### src/rtl/tiny45_mem_arbiter.sv
// Shares one halfword memory port between the instruction-fetch streamer and
// the 32-bit data path; data accesses preempt fetch and run as two beats.
module tiny45_mem_arbiter #(
  parameter int ADDR_BITS = 28
) (
  input  logic                 clk,
  input  logic                 rstn,
  input  logic [22:0]          instr_addr,
  input  logic                 instr_fetch_restart,
  input  logic                 instr_fetch_stall,
  output logic                 instr_fetch_started,
  output logic                 instr_fetch_stopped,
  output logic [15:0]          instr_data_in,
  output logic                 instr_ready,
  input  logic [ADDR_BITS-1:0] data_addr,
  input  logic                 data_write,
  input  logic                 data_read,
  input  logic [31:0]          data_out,
  output logic                 data_ready,
  output logic [31:0]          data_in,
  output logic                 mem_valid,
  output logic                 mem_we,
  output logic [ADDR_BITS-2:0] mem_addr,
  output logic [15:0]          mem_wdata,
  input  logic [15:0]          mem_rdata,
  input  logic                 mem_ready
);

  typedef enum logic [1:0] {
    S_IDLE    = 2'd0,
    S_FETCH   = 2'd1,
    S_DATA_LO = 2'd2,
    S_DATA_HI = 2'd3
  } state_t;

  state_t                 state_q;
  logic                   pending_q;
  logic                   pending_we_q;
  logic [ADDR_BITS-1:2]   addr_q;
  logic [31:0]            wdata_q;
  logic [31:0]            data_in_q;
  logic                   started_q;
  logic                   stopped_q;
  logic                   data_ready_q;

  logic req_new;
  logic data_due;
  logic beat_done;
  logic unused_addr_lsbs;

  // Word accesses only: the byte-lane bits of the data address carry no meaning.
  assign unused_addr_lsbs = &{1'b0, data_addr[1:0]};

  // A pulse arriving while an access is outstanding is dropped.
  assign req_new   = (data_read | data_write) & ~pending_q;
  assign data_due  = pending_q | req_new;
  assign beat_done = mem_valid & mem_ready;

  always_ff @(posedge clk or negedge rstn) begin
    if (!rstn) begin
      state_q      <= S_IDLE;
      pending_q    <= 1'b0;
      pending_we_q <= 1'b0;
      addr_q       <= '0;
      wdata_q      <= '0;
      data_in_q    <= '0;
      started_q    <= 1'b0;
      stopped_q    <= 1'b0;
      data_ready_q <= 1'b0;
    end else begin
      started_q    <= 1'b0;
      stopped_q    <= 1'b0;
      data_ready_q <= 1'b0;

      if (req_new) begin
        pending_q    <= 1'b1;
        pending_we_q <= data_write;
        addr_q       <= data_addr[ADDR_BITS-1:2];
        wdata_q      <= data_out;
      end

      case (state_q)
        S_IDLE: begin
          if (data_due) begin
            state_q <= S_DATA_LO;
          end else if (instr_fetch_restart) begin
            state_q   <= S_FETCH;
            started_q <= 1'b1;
          end
        end
        S_FETCH: begin
          if (data_due) begin
            state_q   <= S_DATA_LO;
            stopped_q <= 1'b1;
          end else if (instr_fetch_restart) begin
            state_q   <= S_IDLE;
            stopped_q <= 1'b1;
          end
        end
        S_DATA_LO: begin
          if (beat_done) begin
            if (!pending_we_q) data_in_q[15:0] <= mem_rdata;
            state_q <= S_DATA_HI;
          end
        end
        S_DATA_HI: begin
          if (beat_done) begin
            if (!pending_we_q) data_in_q[31:16] <= mem_rdata;
            pending_q    <= 1'b0;
            data_ready_q <= 1'b1;
            state_q      <= S_IDLE;
          end
        end
        default: state_q <= S_IDLE;
      endcase
    end
  end

  // Port drive is decoded from state so a stall release issues a beat at once.
  always_comb begin
    mem_valid = 1'b0;
    mem_we    = 1'b0;
    mem_addr  = '0;
    mem_wdata = '0;
    case (state_q)
      S_FETCH: begin
        mem_valid = ~instr_fetch_stall & ~instr_fetch_restart & ~pending_q;
        mem_addr  = (ADDR_BITS-1)'(instr_addr);
      end
      S_DATA_LO: begin
        mem_valid = 1'b1;
        mem_we    = pending_we_q;
        mem_addr  = {addr_q, 1'b0};
        mem_wdata = wdata_q[15:0];
      end
      S_DATA_HI: begin
        mem_valid = 1'b1;
        mem_we    = pending_we_q;
        mem_addr  = {addr_q, 1'b1};
        mem_wdata = wdata_q[31:16];
      end
      default: ;
    endcase
  end

  assign instr_ready         = (state_q == S_FETCH) & mem_valid & mem_ready;
  assign instr_data_in       = mem_rdata;
  assign instr_fetch_started = started_q;
  assign instr_fetch_stopped = stopped_q;
  assign data_ready          = data_ready_q;
  assign data_in             = data_in_q;

endmodule

### config.mk
export PLATFORM = sky130hd
export DESIGN_NAME = tiny45_mem_arbiter
export DESIGN_NICKNAME = d
export VERILOG_FILES = /design/src/rtl/tiny45_mem_arbiter.sv
export SDC_FILE = /design/constraint.sdc
export NUM_CORES = 1
export LEC_CHECK = 0
export BUFFER_PORTS_ARGS = -buffer_cell sky130_fd_sc_hd__buf_4
export CORE_MARGIN = 1.5
export CORE_UTILIZATION = 35
export CTS_CLUSTER_SIZE = 30
export DETAILED_ROUTE_END_ITERATION = 8
export PLACE_DENSITY_LB_ADDON = 0.05
export SETUP_SLACK_MARGIN = 0.15
export SYNTH_ARGS = -nofsm -noshare
export SYNTH_HDL_FRONTEND = slang
export SYNTH_SLANG_ARGS = --single-unit
### constraint.sdc
create_clock -name clk -period 1.75 [get_ports clk]
set_input_delay 0.35 -clock clk [delete_from_list [all_inputs] [get_ports clk]]
set_output_delay 0.35 -clock clk [all_outputs]
set_load 0.05 [all_outputs]
Yosys cells after proc, flatten, opt, wreduce, memory -nomap -nowiden
Cells that the tools add are included.

cells by class
  $add $sub $neg = 0
  multiply operators = 0
  div/mod/pow operators = 0
  $lt $le $gt $ge = 0
  eq/ne operators = 7
  shift operators = 0
  mux-type cells = 21
  bitwise logic cells = 12
  reduce and logical (&&, ||, !) cells = 5

operators with widths
  kind                                                  count
  one-hot mux 27 bit (3 select lines)                   1
  one-hot mux 16 bit (2 select lines)                   1
  2-to-1 mux 2 bit                                      6
  2-to-1 mux 1 bit                                      11
  one-hot mux 2 bit (4 select lines)                    1
  bitwise AND 1 bit                                     6
  != test 3 bit (second input constant)                 2
  AND reduction 3 bit                                   2
  equality test 2 bit (second input constant)           2
  != test 2 bit (second input constant)                 2
  inverter 1 bit                                        4
  AND reduction 4 bit                                   1
  equality test 2 x 1 -> 1 bit (second input constant)  1
  zero test 2 bit                                       1
  bitwise OR 1 bit                                      2
  one-hot mux 1 bit (2 select lines)                    1
  OR reduction 2 bit                                    1

storage, ports and cells
  register bits = 97
  latch bits = 0
  RAM bits = 0
  ROM bits = 0
  bits of input ports = 106
  output and inout port bits = 97
  word-level logic and storage cells = 55
  memories kept = 0

Depth between registers and ports, before layout
Gate-level depths: netlist of run 1.

  depth in word-level cells = 7
  depth in mapped cells = 5
  depth with buffers taken out = 2

Worst setup path after synthesis of run 1
No wires, ideal clock.

  path kind = reg2out
  start = register state_q[1]
  end = output mem_wdata[0]
  arrival = 1622 ps
  data required time = 1400 ps
  path slack = -222 ps
  cell stages (with the launch flop) = 5
  buffers on the path = 3
  cells stage by stage = dfrtp_1 -> buf_6 -> buf_2 -> clkbuf_1 -> nor2b_1

between the ends
  cells in the longest elaborated chain, start to end = 2
  elaborated cells on any way between the ends = 3
  classes of those cells = eq/ne: 2; mux: 1

ends and longest elaborated chain
  item                                   line  source
  from (decl)                            36    state_t state_q;
  from (signal assigned)                 61    state_q <= S_IDLE;
  from (signal assigned)                 85    state_q <= S_DATA_LO;
  from (signal assigned)                 87    state_q <= S_FETCH;
  equality test 2 bit                    125   case (state_q)
  one-hot mux 16 bit (2 select lines) *  125
  to (decl)                              24    output logic [15:0] mem_wdata,

Every way passes the cells marked *; elsewhere a longest branch is shown, timed or not.

Final worst setup path of run 1
  start = register state_q[1]
  end = output mem_addr[16]

between the ends
  cells in the longest elaborated chain, start to end = 2
  elaborated cells on any way between the ends = 4
  classes of those cells = eq/ne: 3; mux: 1

ends and longest elaborated chain
  item                                                                        line  source
  equality test 2 bit / equality test 2 x 1 -> 1 bit (equally long branches)  125
  one-hot mux 27 bit (3 select lines) *                                       125
  to (decl)                                                                   23    output logic [ADDR_BITS-2:0] mem_addr,

Marks and branches as above.

==> run_results.csv, run 1 <==
group,metric,value,unit
status,status,"complete, but fails checks",
status,violations,"setup timing",
layout,seq_area,0.00243,mm^2
detailed_routing,drt-wirelength-per-cell,16.1,um
flow_run,max_cap_viol_count,0,
critical_path,end_kind,"output port",
layout,area_growth,58.4,%
placed_design,port_buffers,200,
clock_tree,clock_latency,330,ps
sta,final.min_clock_period,1870,ps
detailed_routing,viasPerCell,4.69,
power,p_per_area,2420,mW/mm^2
sta,finalHoldViolations,0,
critical_path,critPathMaxFanout,14,
global_routing,grt_max_degree,39,
layout,num_antenna_cells,0,
detailed_routing,totalWireLength,10700,um
layout,final_nets,599,
detailed_routing,first_pass_iters,4,
floorplanning,chipWidth,115,um
sta,worst_slew_pin_slew,436,ps
sta,finalSetupViolations,56,
global_routing,antenna_found_initial,0,
clock_tree,cts.path.max_buffers,2,
layout,fillers,1031,
global_routing,overflow,0,
sta,timing.hold.ws,242,ps
clock_tree,path_clk_slew,70,ps
global_routing,grt_pass1_wl,16600,um
floorplanning,dieArea,0.0132,mm^2
critical_path,cp.required,1400,ps
yosys,ys_ff_latch,97,
clock_tree,cts_tree,"done",
critical_path,cp_top_family,"flip-flops",
sta,fmax,536,MHz
clock_tree,clkSinkCount,97,
yosys,async_flop_share,1.00,
min_path,hp-class,"input pin to flip-flop",
yosys,synth_edf_count,0,
placed_design,preCtsSetupSlack,127,ps
clock_tree,cts_buffers,9,
floorplanning,die_h,115,um
yosys,synth.avg_cell_area,14.6,um^2
layout,drive_gt1_frac,0.775,
yosys,seq_area_frac_synth,0.554,
global_routing,first_global_vias,3238,
sta,maxSlewViolCount,0,
sta,rsz0062_at_grt,"true",
sta,relSlewSlack,0.709,
detailed_routing,initialDrtViolationCount,95,
global_routing,grtUsageTotal,0.164,
layout,multi_input_area,0.00202,mm^2
yosys,netlist_instances,301,
critical_path,slowest_stage,"dfrtp_2",
placed_design,dp.final_hpwl,7300,um
yosys,netlist_area,0.00438,mm^2
power,power.leakage,3.34,nW
detailed_routing,drc,0,
detailed_routing,antenna_left,0,
detailed_routing,vias,3122,
critical_path,cp.arrival,1520,ps
floorplanning,initial_utilization,0.362,
critical_path,crit_buf_inv,2,
sta,timing.final.ws_setup,-117,ps
floorplanning,io-pin-count,203,
clock_tree,htreeDepth,3,
yosys,synth_cell_types,26,
yosys,synth_nets,407,
yosys,yosysWarnings,0,
placed_design,gp_congestion,0.707,
power,ir_worst_vdd,0.00120,V
floorplanning,coreArea,0.0121,mm^2
clock_tree,cts_root_buf,"clkbuf_16",
critical_path,cp_cell_sequence,"bufbuf_16, a22o_2, buf_6",
critical_path,cp_slowest_stage_delay,480,ps
critical_path,crit_type,"flip-flop to output port",
sta,post-route-period-util,1.07,
critical_path,worstSetupStartpointType,"flip-flop",
floorplanning,num_rows,40,
yosys,ys.flop_type,"dfrtp_1",
sta,skew,4.02,ps
## power breakdown
group	total [mW]	switching, mW	internal, mW	leakage (nW)
clock network	2.10	0.808	1.29	0.159
registers	4.09	0.713	3.38	1.14
logic	10.6	5.96	4.63	2.03
total	16.8	7.48	9.30	3.34
## cell usage in the layout (no fill, tap or decap), drive strengths merged, types with 3 or more instances in the layout
master / Yosys / layout
and2: 5 / 5
clkinv: 0 / 3
clkbuf: 3 / 11
dfrtp: 97 / 97
mux2i: 16 / 16
a22o: 23 / 23
mux2: 91 / 91
buf: 33 / 215
nor2b: 18 / 18
## synthesized netlist by cell type (2+ instances only)
| library cell | n | area [um^2] |
|---|---|---|
| buf_4 | 18 | 135 |
| and2_1 | 5 | 31.3 |
| buf_6 | 3 | 33.8 |
| buf_2 | 10 | 50.1 |
| clkbuf_1 | 3 | 11.3 |
| a22o_1 | 23 | 201 |
| mux2i_1 | 16 | 160 |
| o21a_1 | 2 | 15.0 |
| dfrtp_1 | 97 | 2430 |
| xor2_1 | 2 | 17.5 |
| mux2_2 | 81 | 912 |
| nor2b_1 | 18 | 113 |
| mux2_4 | 10 | 150 |
## registers in the layout, indices dropped and copies added, names as in the netlist
signal	cells
data_in	32
wdata_q	32
addr_q	26
state_q	2
data_ready	1
instr_fetch_started	1
instr_fetch_stopped	1
pending_q	1
pending_we_q	1
## path summary, 6_finish.rpt
check,startpoint,endpoint,slack [ps],cells after the start
max in group asynchronous,rstn,state_q[0]$_DFFE_PN0P_,750,3
hold reg to reg,addr_q[14]$_DFFE_PN0P_,addr_q[14]$_DFFE_PN0P_,510,1
hold / removal,data_addr[19],addr_q[19]$_DFFE_PN0P_,240,2
min in group asynchronous,rstn,data_in[11]$_DFFE_PN0P_,470,2
setup reg to reg,state_q[0]$_DFFE_PN0P_,data_in[0]$_DFFE_PN0P_,-50,6
setup / recovery,state_q[1]$_DFFE_PN0P_,mem_addr[16],-120,3
## kinds of logic (layout without fill, tap and decap cells)
family,count (synthesis),count (layout),synth area share
buf+inv,36,233,0.0568
compound gates,26,26,0.0520
xor+xnor,2,2,0.00400
simple gates,33,33,0.0540
mux,107,107,0.279
flops,97,97,0.554
## routing by layer
metal	part of all wire	vias to the layer above	global-route usage
li1	-	1443	-
met1	0.41	1562	0.202
met2	0.51	110	0.274
met3	0.069	7	0.0517
met4	0.011	0	0.0535
met5	0	-	0
## through the flow
step                cells  utilization  area, um^2  setup TNS [ps]  power [mW]
floorplan             301            -        4520               0        10.9
global placement      645        0.512        6200               0        13.5
detailed placement    645        0.512        6200               0        13.6
CTS                   665        0.568        6880           -4490        16.8
global route          666        0.573        6940           -6840        17.6
finish                666        0.573        6940           -3870        16.8
## final cells by class
class / count / share of cell area
Tap cell: 168 / 0.0303
Multi-Input combinational cell: 168 / 0.291
Clock buffer: 11 / 0.0350
Sequential cell: 97 / 0.350
Clock inverter: 5 / 0.0114
Timing Repair Buffer: 217 / 0.282
## timing repair
| item | 4_1_cts | 5_1_grt |
|---|---|---|
| hold endpoints to repair | 23 | 0 |
| hold buffers | 1 | 0 |
| setup buffers | 1 | 1 |
| gates resized for setup | 70 | 14 |
| setup endpoints to repair | 52 | 63 |
| pin swaps | 3 | 2 |
| cloned | 2 | 0 |
## worst register-to-register path, cell delays in order (launching register included)
cell and delay [ps]:
dfrtp_2 470, buf_4 160, buf_6 100, buf_6 110
and4bb_4 360, buf_12 150, mux2_2 340
Power figures use the tool's default switching activity.
==> inputs of run 2 (changes only) <==
RECOVER_POWER = 25   (was unset)
==> run 2 against run 1 <==
  * The flow still finishes with violations (setup timing)
  * Setup slack lost 0.83 ps
  * Critical path depth is the same
  * Non-clock buffer count is the same
  * Highest routed layer unchanged
==> run_results.csv, run 2 (synthesized netlist as in run 1, its figures left out) <==
group,metric,value,unit
detailed_routing,maxUsedRoutingLayer,"met4",
layout,fillers,1057,
detailed_routing,viasPerCell,4.68,
clock_tree,htreeDepth,3,
sta,finalSetupTns,-3890,ps
detailed_routing,wl_met3,743,um
layout,seq_area,0.00243,mm^2
sta,post-route-period-util,1.07,
clock_tree,clock_latency,340,ps
detailed_routing,met2_length,5430,um
detailed_routing,drc,0,
placed_design,dp.final_hpwl,7300,um
layout,drive_gt1_frac,0.743,
sta,fmax,535,MHz
floorplanning,dieArea,0.0132,mm^2
placed_design,port_buffers,200,
critical_path,critPathMaxFanout,14,
sta,worst_slew_pin_slew,612,ps
detailed_routing,first_pass_iters,4,
sta,skew,6.36,ps
global_routing,grt_pass1_wl,16600,um
sta,timing.final.ws_setup,-118,ps
status,status,"complete, but fails checks",
layout,layout_common_cells,"149 x buf_4, 95 x dfrtp_1, 70 x mux2_2",
clock_tree,path_clk_slew,70,ps
min_path,hp-class,"input pin to flip-flop",
detailed_routing,antenna_left,0,
clock_tree,cts_buffers,9,
detailed_routing,met1_length,4460,um
critical_path,cp.required,1400,ps
layout,area_growth,56.4,%
layout,multi_input_area,0.00202,mm^2
clock_tree,cts.path.max_buffers,2,
clock_tree,clkSinkCount,97,
min_path,min_path_cells,2,
global_routing,first_global_vias,3238,
critical_path,crit_type,"flip-flop to output port",
floorplanning,die_h,115,um
global_routing,antenna_found_initial,0,
sta,maxSlewViolCount,0,
placed_design,gp_congestion,0.707,
layout,num_antenna_cells,0,
detailed_routing,vias,3116,
critical_path,cp.arrival,1520,ps
critical_path,worstSetupStartpointType,"flip-flop",
clock_tree,cts_root_buf,"clkbuf_16",
global_routing,grt_max_degree,39,
detailed_routing,totalWireLength,10800,um
detailed_routing,drt-wirelength-per-cell,16.2,um
layout,final_nets,599,
sta,final.min_clock_period,1870,ps
floorplanning,io-pin-count,203,
sta,finalHoldViolations,0,
critical_path,rr_worst_depth,6,
critical_path,end_kind,"output port",
floorplanning,initial_utilization,0.362,
sta,rsz0062_at_grt,"true",
status,violations,"setup timing",
sta,finalSetupViolations,56,
global_routing,grtUsageTotal,0.164,
layout,final_util,0.566,
floorplanning,coreArea,0.0121,mm^2
sta,relSlewSlack,0.592,
global_routing,overflow,0,
clock_tree,cts_tree,"done",
flow_run,max_cap_viol_count,0,
detailed_routing,initialDrtViolationCount,94,
floorplanning,num_rows,40,
layout,layout_commonest_cell,"buf_4",
floorplanning,chipWidth,115,um
## run 2: metal layers
| metal | GRT usage | up-vias |
|---|---|---|
| met4 | 0.0535 | 0 |
| met5 | 0 | - |
| met3 | 0.0517 | 7 |
| li1 | - | 1445 |
| met1 | 0.202 | 1554 |
| met2 | 0.274 | 110 |
## run 2: repair_timing
action / CTS / global route
pin swaps: 3 / 2
hold buffers: 1 / 0
endpoints found under the hold margin: 23 / 0
gates resized for setup: 70 / 14
setup endpoints to repair: 52 / 63
setup buffers: 1 / 1
gates cloned: 2 / 0
## run 2: critical path, cell delays in order (launching register included)
cell       delay, ps
dfrtp_2          480
bufbuf_16        310
a22o_2           240
buf_6            150
## run 2: area by class of cell
class,count,share of cell area
Clock buffer,11,0.0354
Sequential cell,97,0.355
Clock inverter,5,0.0115
Timing Repair Buffer,217,0.273
Tap cell,168,0.0307
Multi-Input combinational cell,168,0.295
## run 2: worst paths after layout
path | slack, ps | end | from
setup / recovery | -120 | mem_addr[16] | state_q[1]$_DFFE_PN0P_
min in group asynchronous | 550 | data_in[11]$_DFFE_PN0P_ | rstn
setup reg to reg | -50 | data_in[0]$_DFFE_PN0P_ | state_q[0]$_DFFE_PN0P_
hold / removal | 240 | addr_q[19]$_DFFE_PN0P_ | data_addr[19]
hold reg to reg | 510 | addr_q[14]$_DFFE_PN0P_ | addr_q[14]$_DFFE_PN0P_
max in group asynchronous | 150 | state_q[0]$_DFFE_PN0P_ | rstn
## run 2: stage by stage
stage               std cells  area (um^2)  hold WS, ps  setup slack (ps)
floorplan                 301         4520         54.4              17.2
global placement          645         6200          289               128
detailed placement        645         6200          286               127
CTS                       665         6880          227              -135
global route              666         6850          228              -178
finish                    666         6850          242              -118
Power of run 2 is not shown: default switching activity piles up to over one toggle a cycle in this logic, so the estimate is an artifact.
